$ cat config.mk
export PLATFORM = sky130hd
export DESIGN_NAME = product_accumulator
export DESIGN_NICKNAME = d
export VERILOG_FILES = /design/src/rtl/mult_stream_pkg.sv /design/src/rtl/stream_out_reg.sv /design/src/rtl/product_accumulator.sv
export SDC_FILE = /design/constraint.sdc
export NUM_CORES = 1
export LEC_CHECK = 0
export BUFFER_PORTS_ARGS = -buffer_cell sky130_fd_sc_hd__clkbuf_2
export CAP_MARGIN = 20
export CORE_ASPECT_RATIO = 0.6
export CORE_MARGIN = 2
export CORE_UTILIZATION = 50
export CTS_CLUSTER_DIAMETER = 200
export DETAILED_ROUTE_END_ITERATION = 10
export PLACE_DENSITY_LB_ADDON = 0.15
export SYNTH_ARGS = -nofsm -noshare
export SYNTH_HDL_FRONTEND = slang
export SYNTH_HIERARCHICAL = 1
export SYNTH_SLANG_ARGS = --single-unit
$ cat constraint.sdc
create_clock -name clk -period 4.7 [get_ports clk]
set_input_delay 0.235 -clock clk [delete_from_list [all_inputs] [get_ports clk]]
set_output_delay 0.235 -clock clk [all_outputs]
set_load 0.01 [all_outputs]
$ cat src/rtl/mult_stream_pkg.sv
// Shared types and helpers for the multiplier result stream stages.
// Stream results are packed {ovf, data}: overflow flag in the MSB, sum below it.
package mult_stream_pkg;

   localparam int unsigned WL_DEFAULT = 32;

   function automatic int unsigned len_w(input int unsigned max_len);
      return $clog2(max_len + 1);
   endfunction

   typedef enum logic {
      StIdle,
      StAccum
   } acc_state_e;

   typedef enum logic {
      StEmpty,
      StFull
   } out_state_e;

endpackage

$ cat src/rtl/stream_out_reg.sv
// Single-entry valid/ready output register; load_ok_o says whether a load this
// cycle is taken (empty, or full and draining in the same cycle).
module stream_out_reg
   import mult_stream_pkg::*;
#(
   parameter int unsigned Width = 8
) (
   input  logic             clk_i,
   input  logic             reset_i,
   input  logic             load_i,
   input  logic [Width-1:0] data_i,
   output logic             load_ok_o,
   output logic             valid_o,
   input  logic             ready_i,
   output logic [Width-1:0] data_o
);

   out_state_e       state_q, state_d;
   logic [Width-1:0] data_q, data_d;

   always_comb begin
      state_d   = state_q;
      data_d    = data_q;
      load_ok_o = (state_q == StEmpty) || ready_i;
      if (load_i && load_ok_o) begin
         state_d = StFull;
         data_d  = data_i;
      end else if ((state_q == StFull) && ready_i) begin
         state_d = StEmpty;
      end
   end

   always_ff @(posedge clk_i) begin
      if (reset_i) begin
         state_q <= StEmpty;
         data_q  <= '0;
      end else begin
         state_q <= state_d;
         data_q  <= data_d;
      end
   end

   assign valid_o = (state_q == StFull);
   assign data_o  = data_q;

endmodule

$ cat src/rtl/product_accumulator.sv
// Sums a programmable number of consecutive multiplier products per frame and
// presents each frame sum on a valid/ready port; results that cannot load are dropped.
module product_accumulator
   import mult_stream_pkg::*;
#(
   parameter int unsigned WL      = WL_DEFAULT,
   parameter int unsigned ACC_WL  = 2 * WL + 8,
   parameter int unsigned MAX_LEN = 256,
   localparam int unsigned LEN_W  = len_w(MAX_LEN)
) (
   input  logic              clk,
   input  logic              reset,
   input  logic              in_valid,
   input  logic [2*WL-1:0]   in_product,
   input  logic [LEN_W-1:0]  cfg_len,
   input  logic              clear,
   output logic              out_valid,
   input  logic              out_ready,
   output logic [ACC_WL-1:0] out_data,
   output logic              out_ovf,
   output logic              busy,
   output logic              err_drop
);

   typedef struct packed {
      logic              ovf;
      logic [ACC_WL-1:0] data;
   } result_t;

   localparam int unsigned SumW = ACC_WL + 1;
   localparam logic [LEN_W-1:0] MaxLen = LEN_W'(MAX_LEN);

   acc_state_e        state_q, state_d;
   logic [LEN_W-1:0]  cnt_q, cnt_d;
   logic [LEN_W-1:0]  len_q, len_d;
   logic [ACC_WL-1:0] acc_q, acc_d;
   logic              ovf_q, ovf_d;
   logic              err_drop_q, err_drop_d;

   logic              beat, first, complete, load_ok;
   logic [LEN_W-1:0]  cfg_eff, cur_len;
   logic [SumW-1:0]   sum_ext;
   logic              ovf_next;
   result_t           res_in, res_out;

   always_comb begin
      cfg_eff  = ((cfg_len == '0) || (cfg_len > MaxLen)) ? MaxLen : cfg_len;
      beat     = in_valid && !clear;
      first    = (state_q == StIdle);
      cur_len  = first ? cfg_eff : len_q;
      // One extra bit captures the carry out of the accumulator width.
      sum_ext  = first ? SumW'(in_product) : SumW'(acc_q) + SumW'(in_product);
      ovf_next = !first && (ovf_q || sum_ext[ACC_WL]);
      complete = beat && ((cnt_q + LEN_W'(1)) == cur_len);
      res_in   = '{ovf: ovf_next, data: sum_ext[ACC_WL-1:0]};
   end

   always_comb begin
      state_d    = state_q;
      cnt_d      = cnt_q;
      len_d      = len_q;
      acc_d      = acc_q;
      ovf_d      = ovf_q;
      err_drop_d = complete && !load_ok;
      if (clear) begin
         state_d = StIdle;
         cnt_d   = '0;
      end else if (beat) begin
         acc_d = sum_ext[ACC_WL-1:0];
         ovf_d = ovf_next;
         len_d = cur_len;
         if (complete) begin
            state_d = StIdle;
            cnt_d   = '0;
         end else begin
            state_d = StAccum;
            cnt_d   = cnt_q + LEN_W'(1);
         end
      end
   end

   always_ff @(posedge clk) begin
      if (reset) begin
         state_q    <= StIdle;
         cnt_q      <= '0;
         len_q      <= '0;
         acc_q      <= '0;
         ovf_q      <= 1'b0;
         err_drop_q <= 1'b0;
      end else begin
         state_q    <= state_d;
         cnt_q      <= cnt_d;
         len_q      <= len_d;
         acc_q      <= acc_d;
         ovf_q      <= ovf_d;
         err_drop_q <= err_drop_d;
      end
   end

   stream_out_reg #(
      .Width(ACC_WL + 1)
   ) u_out_reg (
      .clk_i    (clk),
      .reset_i  (reset),
      .load_i   (complete),
      .data_i   (res_in),
      .load_ok_o(load_ok),
      .valid_o  (out_valid),
      .ready_i  (out_ready),
      .data_o   (res_out)
   );

   assign out_data = res_out.data;
   assign out_ovf  = res_out.ovf;
   assign busy     = (cnt_q != '0);
   assign err_drop = err_drop_q;

endmodule

==> results of run 1 <==
-- final cells by class --
type	instances	area share, %
sequential	167	25.0
inverter	26	0.728
clock inverter	11	1.46
tap	315	2.94
timing repair buffer	163	6.38
multi-input combinational	1226	60.1
clock buffer	21	3.43
-- stage by stage --
stage / power (mW) / instance area (um2) / std cells
final: 3.90 / 13400 / 1929
after floorplan: 2.08 / 12000 / 1533
after global placement: 2.28 / 12800 / 1897
after CTS: 3.90 / 13400 / 1929
after detailed placement: 2.29 / 12800 / 1897
after global routing: 4.05 / 13400 / 1929
-- cell usage after synthesis, types with 4 or more instances --
| master | n |
|---|---|
| or3_1 | 7 |
| nor3b_1 | 7 |
| buf_2 | 24 |
| o21ai_0 | 56 |
| dfxtp_1 | 167 |
| clkbuf_1 | 70 |
| mux2_2 | 52 |
| a211oi_1 | 9 |
| nand3_1 | 95 |
| o31ai_1 | 7 |
| nor4_1 | 12 |
| buf_6 | 7 |
| xor2_1 | 25 |
| a21o_1 | 39 |
| a21bo_1 | 45 |
| xnor2_1 | 49 |
| o21bai_1 | 14 |
| ha_1 | 67 |
| a221oi_1 | 6 |
| and3_1 | 7 |
| o21a_1 | 21 |
| a31oi_1 | 9 |
| and2_1 | 4 |
| nand4_1 | 27 |
| nand2b_1 | 19 |
| inv_1 | 25 |
| nand2_1 | 153 |
| nor2_1 | 115 |
| a31o_2 | 4 |
| buf_1 | 12 |
| a211o_1 | 5 |
| a21bo_2 | 30 |
| nor2b_1 | 9 |
| nand3b_1 | 8 |
| o311ai_0 | 5 |
| nor3_1 | 37 |
| o211a_1 | 10 |
| o211ai_1 | 6 |
| a21boi_0 | 4 |
| a21oi_1 | 217 |
-- registers in the layout, indices dropped and copies added (netlist names) --
signal             flops
len_q                  9
u_out_reg/data_o      73
cnt_q                  9
u_out_reg/valid_o      1
err_drop               1
acc_q                 72
state_q                1
ovf_q                  1
-- path summary, 6_finish.rpt --
check / startpoint / endpoint / slack [ps]
max: acc_q[8] / u_out_reg/data_o[53] / 1020
min: cfg_len[4] / len_q[4] / 50
max reg2reg: acc_q[8] / u_out_reg/data_o[53] / 1020
min reg2reg: len_q[5] / len_q[5] / 460
-- cell usage in the layout, fill, tap and decap left out, types with 39 or more instances in the layout --
master / synthesis / routed
a21bo_1: 45 / 45
ha_1: 67 / 67
a21oi_1: 217 / 217
mux2_2: 52 / 52
nand3_1: 95 / 95
nor2_1: 115 / 115
nand2_1: 153 / 153
a21o_1: 39 / 39
o21ai_0: 56 / 56
clkbuf_2: 0 / 152
dfxtp_1: 167 / 166
xnor2_1: 49 / 49
-- worst max-delay path: stages (launching register included) --
cell and delay [ps]:
dfxtp_1 320, ha_1 390, nand2_1 130, o21ai_0 280, a21oi_1 150, and3b_1 240
o21ai_1 300, a21oi_1 250, o31ai_1 520, a21oi_1 290, xnor2_1 210, mux2_2 280
nand3_1 70, a21oi_1 80
-- cells by family (layout without fill, tap and decap cells) --
logic type | after synthesis | after routing
adder cells (fa/ha/maj) | 68 | 68
flip-flops | 167 | 167
AO/OA/AOI/OAI | 514 | 514
XOR/XNOR | 74 | 74
AND/OR/NAND/NOR | 515 | 515
multiplexers | 55 | 55
buffers and inverters | 140 | 221
-- metal layers --
layer,vias up,share of wire [%],track usage [%]
met5,-,0,0
met4,0,0.98,6.93
met3,26,8.3,6.72
met2,427,39,38.7
met1,5469,52,44.6
li1,5681,-,-
-- report_power, final --
part	internal [mW]	total, mW	switching (mW)
combinational	0.308	0.803	0.495
sequential	1.45	1.48	0.0255
clock	0.975	1.62	0.642
total	2.74	3.90	1.16
==> results.toml, run 1 <==
[sta]
rsz0062_at_grt = "false"
report.final.slew_viol_count = 0
hold-worst-slack_ps = 51.5
relSlewSlack_pct = 30.2
setup_slack_ps = 1020
skew_ps = 15.4
hold_viol_final = 0
fin_crit_ps = 3680
max_freq_mhz = 272
tns_ps = 0
min_period_over_period_pct = 78.2
setup-violations-final = 0
worst_slew_pin_slew_ps = 1050

[yosys]
synthMuxAreaShare_pct = 5.13
synth_seq_area_share_pct = 27.9
synth-seq-cells = 167
yosysWarnings = 6
synth_xor_area_share_pct = 5.40
synth_async_sr_flop_share_pct = 0
synth.area.top_cells = "dfxtp_1 28%, a21oi_1 9.1%, ha_1 7.0%, mux2_2 4.9%, nand2_1 4.8%"
synthSimpleGateAreaFrac_pct = 20.3
synth.top_cell.area_share_pct = 27.9
synth_top_family_by_area = "compound AO/OA/AOI/OAI gates"
synthAdderAreaFrac_pct = 7.16
syn_inst = 1533
ys.flop_type = "dfxtp_1"
syn-cell-area_um2 = 12000
postSynthAreaPerCell_um2 = 7.82
synth_compound_area_share_pct = 29.0
synth_edf_count = 0
synth_nets = 1679
yosysUniqueCellTypes = 73
yosysTopAreaCell = "dfxtp_1"

[cts]
cts_tree = "built"
cts_root_buf = "clkbuf_16"
cts_resized = 0
cts.clk_slew.worst_paths_ps = 70
clock_latency_ps = 460
postCtsSetupRepairBufs = 0
cts.path.max_buffers = 2
hold_buffers = 0
numCtsBuffers = 17
htreeDepth = 4
cts.sinks = 167

[drt]
wl_per_cell_um = 18.9
drt_iter0_markers = 1039
routed_wl_um = 36500
vias = 11603
drcViolationCount = 0
vias_per_cell = 6.02
postRouteAntennaNets = 0
drtPass1Iterations = 6

[worst_setup_path]
critPathKind = "flop to flop"
crit_arrival_ps = 3980
reg2regPathDepth = 13
path_max_fanout = 6
crit_required_ps = 5000
setup.worst_path.start_class = "flop"
crit_path_end_kind = "flop"

[job]
cap_violations = 0

[grt]
grt-ovfl-total = 0
grt_pass1_wl_um = 56500
antenna_found_initial = 0
grt_max_degree = 116
grt_pass1_vias = 10199
grt_usage_pct = 28.7

[floorplan]
die_height_um = 124
num_rows = 43
coreArea_um2 = 23300
start_util_pct = 51.4
fp.dieArea_um2 = 25300
io_pins = 154
dieWidth_um = 204

[placement]
port_buffers = 153
hpwl_um = 26100
preCtsSetupSlack_ps = 1110
gp_congestion = 0.926

[worst_hold_path]
holdPathStages = 3
hold_class = "input pin to flop"

[cells_and_area]
antenna_cells = 0
regArea_um2 = 3350
area_growth_pct = 11.8
drive_gt1_share_pct = 18.4
final.fill_count = 2238
fin_nets = 1747
fin_util_pct = 57.4
multi_input_area_um2 = 8060

[pwr]
ir_drop_v = 0.000256
p_per_area_nw_per_um2 = 291
leakage_nw = 5.60

[run_status]
status = "finished clean"
Note: power is estimated with default switching activity, not from simulation.
==> run 2, diff against run 1 <==
clock period = 3.55 ns   (was 4.7 ns; I/O delays follow)
==> run 2 against run 1 <==
Net effect:
- combinational power up 38%
- routed wire length up 0.32%
- worst setup slack worse by 890 ps
- critical endpoint is now u_out_reg/data_o[62]
- highest routed layer unchanged
==> results.toml, run 2 (same netlist as run 1, synthesis figures left out) <==
[floorplan]
die_height_um = 124
coreArea_um2 = 23300
io_pins = 154
fp.dieArea_um2 = 25300
start_util_pct = 51.4
dieWidth_um = 204
num_rows = 43

[cells_and_area]
layout_commonest_cell = "a21oi_1"
most-common-layout-cells = "212 x a21oi_1, 166 x dfxtp_1, 153 x nand2_1, 152 x clkbuf_2, 115 x nor2_1"
fin_nets = 1779
multi_input_area_um2 = 8170
drive_gt1_share_pct = 20.4
largest_reg_flops = 73
antenna_cells = 0
area_growth_pct = 14.5
regArea_um2 = 3350
final.fill_count = 2179
fin_util_pct = 58.8
layoutNonFillerInstCount = 1961

[sta]
relSlewSlack_pct = 24.9
report.final.slew_viol_count = 0
setup-violations-final = 0
rsz0062_at_grt = "true"
worst_slew_pin_slew_ps = 1120
max_freq_mhz = 293
skew_ps = 8.34
min_period_over_period_pct = 96.3
fin_crit_ps = 3420
hold_viol_final = 0

[worst_setup_path]
path_cells = "ha_1 -> nand2_2 -> or3_1 -> a211o_1 -> a21oi_4 -> o2111ai_1 -> a21bo_2 -> o41ai_4 -> o22ai_1 -> mux2_2 -> o21ai_0 -> nand3_1 -> a21oi_1"
worst-path-buf-inv = 0
reg2regPathDepth = 13
crit_slowest_cell = "or3_1"
crit_path_end_kind = "flop"
cp.depth = 13
path_max_fanout = 3
crit_required_ps = 3930
cpLargestDelayFamily = "compound AO/OA/AOI/OAI gates"
r2r-start = "acc_q[9]"
critPathKind = "flop to flop"
regToRegSetupSlack_ps = 130
setup.worst_path.start_class = "flop"
r2r-end = "u_out_reg/data_o[62]"
crit_arrival_ps = 3800
cp_slowest_stage_delay_ps = 410

[pwr]
leakage_nw = 5.78
p_per_area_nw_per_um2 = 362
ir_drop_v = 0.000345
power_mw = 4.97

[worst_hold_path]
holdPathStages = 3
hold_class = "input pin to flop"
hold_path_startpoint = "in_product[46]"
worstHoldEndpoint = "acc_q[46]"

[drt]
drcViolationCount = 0
vias = 11851
wl_per_cell_um = 18.7
routed_wl_um = 36600
drtPass1Iterations = 5
drt_iter0_markers = 1050
vias_per_cell = 6.04
postRouteAntennaNets = 0

[placement]
gp_congestion = 0.941
hpwl_um = 25800
port_buffers = 153
dpl.cell_count = 1922

[cts]
clock_latency_ps = 450
htreeDepth = 4
numCtsBuffers = 17
cts.path.max_buffers = 2
cts.sinks = 167
cts.clk_slew.worst_paths_ps = 70
cts_root_buf = "clkbuf_16"
cts_tree = "built"

[run_status]
status = "finished clean"

[grt]
grt_usage_pct = 28.5
antenna_found_initial = 0
grt_pass1_wl_um = 56900
grt_max_degree = 150
grt_pass1_vias = 10625
grt-ovfl-total = 0

[job]
cap_violations = 0
-- run 2: changes by cell type in the layout (fill, tap and decap cells not counted), sizes merged --
| cell | change |
|---|---|
| inv | +3 |
| clkbuf | -1 |
| buf | +26 |
| clkinv | +2 |
| dlygate4sd3 | +5 |
| bufinv | -3 |
-- run 2: area by class of cell --
| type | count | share of cell area (%) |
|---|---|---|
| well taps | 315 | 2.87 |
| multi-input cells | 1226 | 59.5 |
| inverters | 26 | 0.711 |
| clock buffers | 19 | 3.15 |
| flip-flops and latches | 167 | 24.4 |
| repair buffers | 195 | 8.35 |
| clock inverters | 13 | 1.07 |
-- run 2: worst reg2reg max path: stages, from the launching register on --
cell,delay [ps]
dfxtp_1,320
ha_1,310
nand2_2,70
or3_1,410
a211o_1,360
a21oi_4,230
o2111ai_1,170
a21bo_2,280
o41ai_4,410
o22ai_1,160
mux2_2,310
o21ai_0,90
nand3_1,90
a21oi_1,150
-- run 2: repair_timing --
action / in CTS / in global routing
setup buffers: 0 / 1
hold endpoints to repair: 5 / 0
endpoints found under the setup margin: 0 / 28
gates resized for setup: 0 / 23
hold buffers: 5 / 0
-- run 2: stage by stage --
step	worst slack, ps	hold WS [ps]	cell area (um2)	TNS, ps
3_3_place_gp	70.1	443	13000	0
5_1_grt	-51.9	44.5	13700	-139
2_1_floorplan	493	338	12000	0
3_5_place_dp	19.1	447	13000	0
4_1_cts	8.16	11.9	13600	0
6_report	133	27.8	13700	0
-- run 2: where the power goes --
group          leakage (nW)  switching (mW)  internal [mW]  total (mW)
Clock                 0.279           0.852           1.05        1.90
Sequential             1.36          0.0304           1.92        1.95
Combinational          4.15           0.671          0.441        1.11
Total                  5.78            1.55           3.41        4.97
-- run 2: worst max-delay path by stage --
stage              start                   end  slack [ps]
2_1_floorplan   acc_q[9]  u_out_reg/data_o[62]         490
3_5_place_dp    acc_q[2]  u_out_reg/data_o[71]          20
3_3_place_gp   acc_q[10]  u_out_reg/data_o[62]          70
5_1_grt        acc_q[12]             acc_q[47]         -50
4_1_cts         acc_q[2]  u_out_reg/data_o[71]           8
6_report        acc_q[9]  u_out_reg/data_o[62]         130
-- run 2: per-layer routing --
metal / GRT usage, % / wire (um)
met1: 44.1 / 18600
met2: 39.3 / 14600
met3: 6.04 / 3000
met4: 7.20 / 400
met5: 0 / 0
==> run 3, diff against run 2 <==
SYNTH_HIERARCHICAL = not set   (was 1)
==> run 3 against run 2 <==
Net effect:
- clock skew fell by 0.73 ps
- register-to-register slack improved by 40 ps
- combinational power rose by 7%
- routed wire length fell by 3.0%
- core utilization rose by 0.23 points
- first-iteration DRC count fell by 16%
- flip-flop and latch count did not move
- final cell count fell by 6.3%
- sequential power barely moved
- total power rose by 6.9%
- hold slack improved by 18 ps
- clock power rose by 13%
- critical endpoint is now acc_q[44]
- largest cell class unchanged
==> results.toml, run 3 <==
[run_status]
status = "finished clean"

[worst_hold_path]
hold_path_startpoint = "in_valid"
hold_class = "input pin to flop"
worstHoldEndpoint = "cnt_q[0]"
holdPathStages = 3

[drt]
vias_per_cell = 6.08
vias = 11166
drtPass1Iterations = 6
postRouteAntennaNets = 0
routed_wl_um = 35500
drcViolationCount = 0
wl_per_cell_um = 19.3
drt_iter0_markers = 885

[sta]
fin_crit_ps = 3370
hold_viol_final = 0
setup_slack_ps = 175
min_period_over_period_pct = 95.1
setup-violations-final = 0
skew_ps = 7.61
relSlewSlack_pct = 34.5
max_freq_mhz = 296
report.final.slew_viol_count = 0
worst_slew_pin_slew_ps = 979

[cells_and_area]
finish.instance_area_um2 = 13000
most-common-layout-cells = "178 x nor2_1, 166 x dfxtp_1, 152 x clkbuf_2, 151 x a21oi_1, 120 x nand2_1"
drive_gt1_share_pct = 17.5
largest_reg_flops = 73
fin_nets = 1686
layoutNonFillerInstCount = 1838
final.fill_count = 2028
layout_commonest_cell = "nor2_1"
antenna_cells = 0
area_growth_pct = 15.7

[floorplan]
start_util_pct = 51.0
io_pins = 154
dieWidth_um = 198
die_height_um = 120
num_rows = 42
coreArea_um2 = 22100
fp.dieArea_um2 = 23800

[worst_setup_path]
regToRegSetupSlack_ps = 180
path_max_fanout = 5
worst-path-buf-inv = 1
critPathKind = "flop to flop"
r2r-end = "acc_q[44]"
cpLargestDelayFamily = "compound AO/OA/AOI/OAI gates"
crit_path_end_kind = "flop"
path_cells = "ha_1 -> fa_1 -> a21o_1 -> a221oi_4 -> a211o_1 -> a21oi_2 -> nor3_4 -> buf_4 -> o21bai_4 -> a21o_4 -> and4b_4 -> a2111oi_4 -> a21oi_1"
r2r-start = "acc_q[0]"
reg2regPathDepth = 13
crit_slowest_cell = "fa_1"
crit_arrival_ps = 3680
setup.worst_path.start_class = "flop"
cp_slowest_stage_delay_ps = 420
crit_required_ps = 3860

[yosys]
synth.area.top_cells = "dfxtp_1 30%, ha_1 7.4%, a21oi_1 6.7%, nor2_1 5.9%, a211oi_1 5.3%"
synth_edf_count = 0
synth_common_cells = "178 x nor2_1, 167 x dfxtp_1, 151 x a21oi_1"
synth_nets = 1573
synth-seq-cells = 167
syn_inst = 1427
yosysUniqueCellTypes = 89
ys.flop_type = "dfxtp_1"
syn-cell-area_um2 = 11300
yosysWarnings = 0
post-synth-top-count-cell = "nor2_1"
synth.top_cell.area_share_pct = 29.7
yosysTopAreaCell = "dfxtp_1"
synth_seq_area_share_pct = 29.7
postSynthAreaPerCell_um2 = 7.89
synth_async_sr_flop_share_pct = 0

[placement]
dpl.cell_count = 1791
gp_congestion = 0.986
hpwl_um = 26400
port_buffers = 153
placed_area_um2 = 12200
preCtsSetupSlack_ps = 250

[pwr]
ir_drop_v = 0.000343
leakage_nw = 5.10
power_mw = 5.31
p_per_area_nw_per_um2 = 407

[cts]
clock_latency_ps = 450
numCtsBuffers = 17
cts.sinks = 167
cts.clk_slew.worst_paths_ps = 60
cts_tree = "built"
cts.path.max_buffers = 2
cts_root_buf = "clkbuf_16"
htreeDepth = 4

[grt]
grt_usage_pct = 29.7
grt_pass1_wl_um = 55100
antenna_found_initial = 0
grt_pass1_vias = 9762
grt-ovfl-total = 0
grt_max_degree = 119

[job]
cap_violations = 0
[run 3: kinds of logic after synthesis]
kind of cell / after synthesis / synth area share, %
compound gates: 462 / 27.0
xor+xnor: 80 / 6.22
fa+ha+maj: 68 / 7.62
buf+inv: 128 / 4.88
flops: 167 / 29.7
mux: 52 / 4.69
simple gates: 470 / 19.8
[run 3: routing by layer]
metal / global-route usage (%) / up-vias / share of wire (%)
met5: 0 / - / 0
met4: 7.14 / 0 / 1.3
met1: 48.6 / 5232 / 52
li1: - / 5440 / -
met2: 37.9 / 463 / 37
met3: 6.30 / 31 / 9.3
[run 3: timing repair]
item / 4_1_cts / 5_1_grt
setup endpoints to repair: 0 / 55
resized for setup: 0 / 4
hold endpoints to repair: 5 / 0
hold buffers: 5 / 0
setup buffers: 0 / 10
[run 3: worst max path at each step]
| stage | start | endpoint | cells past startpoint |
|---|---|---|---|
| 5_1_grt | cfg_len[4] | u_out_reg.data_o[6] | 15 |
| 6_report | acc_q[0] | acc_q[44] | 13 |
| 3_3_place_gp | acc_q[0] | u_out_reg.data_o[60] | 12 |
| 2_1_floorplan | acc_q[0] | acc_q[44] | 12 |
| 4_1_cts | acc_q[0] | u_out_reg.data_o[60] | 12 |
| 3_5_place_dp | acc_q[0] | u_out_reg.data_o[60] | 12 |
[run 3: through the flow]
step	hold WS (ps)	utilization, %	TNS [ps]
after CTS	9.87	58.6	0
after detailed placement	447	55.3	0
final	45.5	59.0	0
after global routing	51.9	59.0	-1.96
after global placement	435	55.3	0
after floorplan	338	-	0
[run 3: area by class of cell]
class / instances / area [um2] / share of cell area (%)
clock buffer: 22 / 474 / 3.64
sequential: 167 / 3350 / 25.7
tap: 286 / 358 / 2.75
timing repair buffer: 193 / 1140 / 8.78
inverter: 28 / 105 / 0.807
clock inverter: 9 / 195 / 1.50
multi-input combinational: 1133 / 7410 / 56.8
[run 3: power breakdown]
group	switching [mW]	leakage, nW	internal, mW
sequential	0.0384	1.36	1.93
clock	0.781	0.330	1.37
combinational	0.746	3.41	0.441
total	1.56	5.10	3.74
[run 3: worst min-delay path: cells and delay by family]
kind | cells | cell delay (ps)
buffers and inverters | 1 | 100
multiplexers | 1 | 140
AND/OR/NAND/NOR | 1 | 30
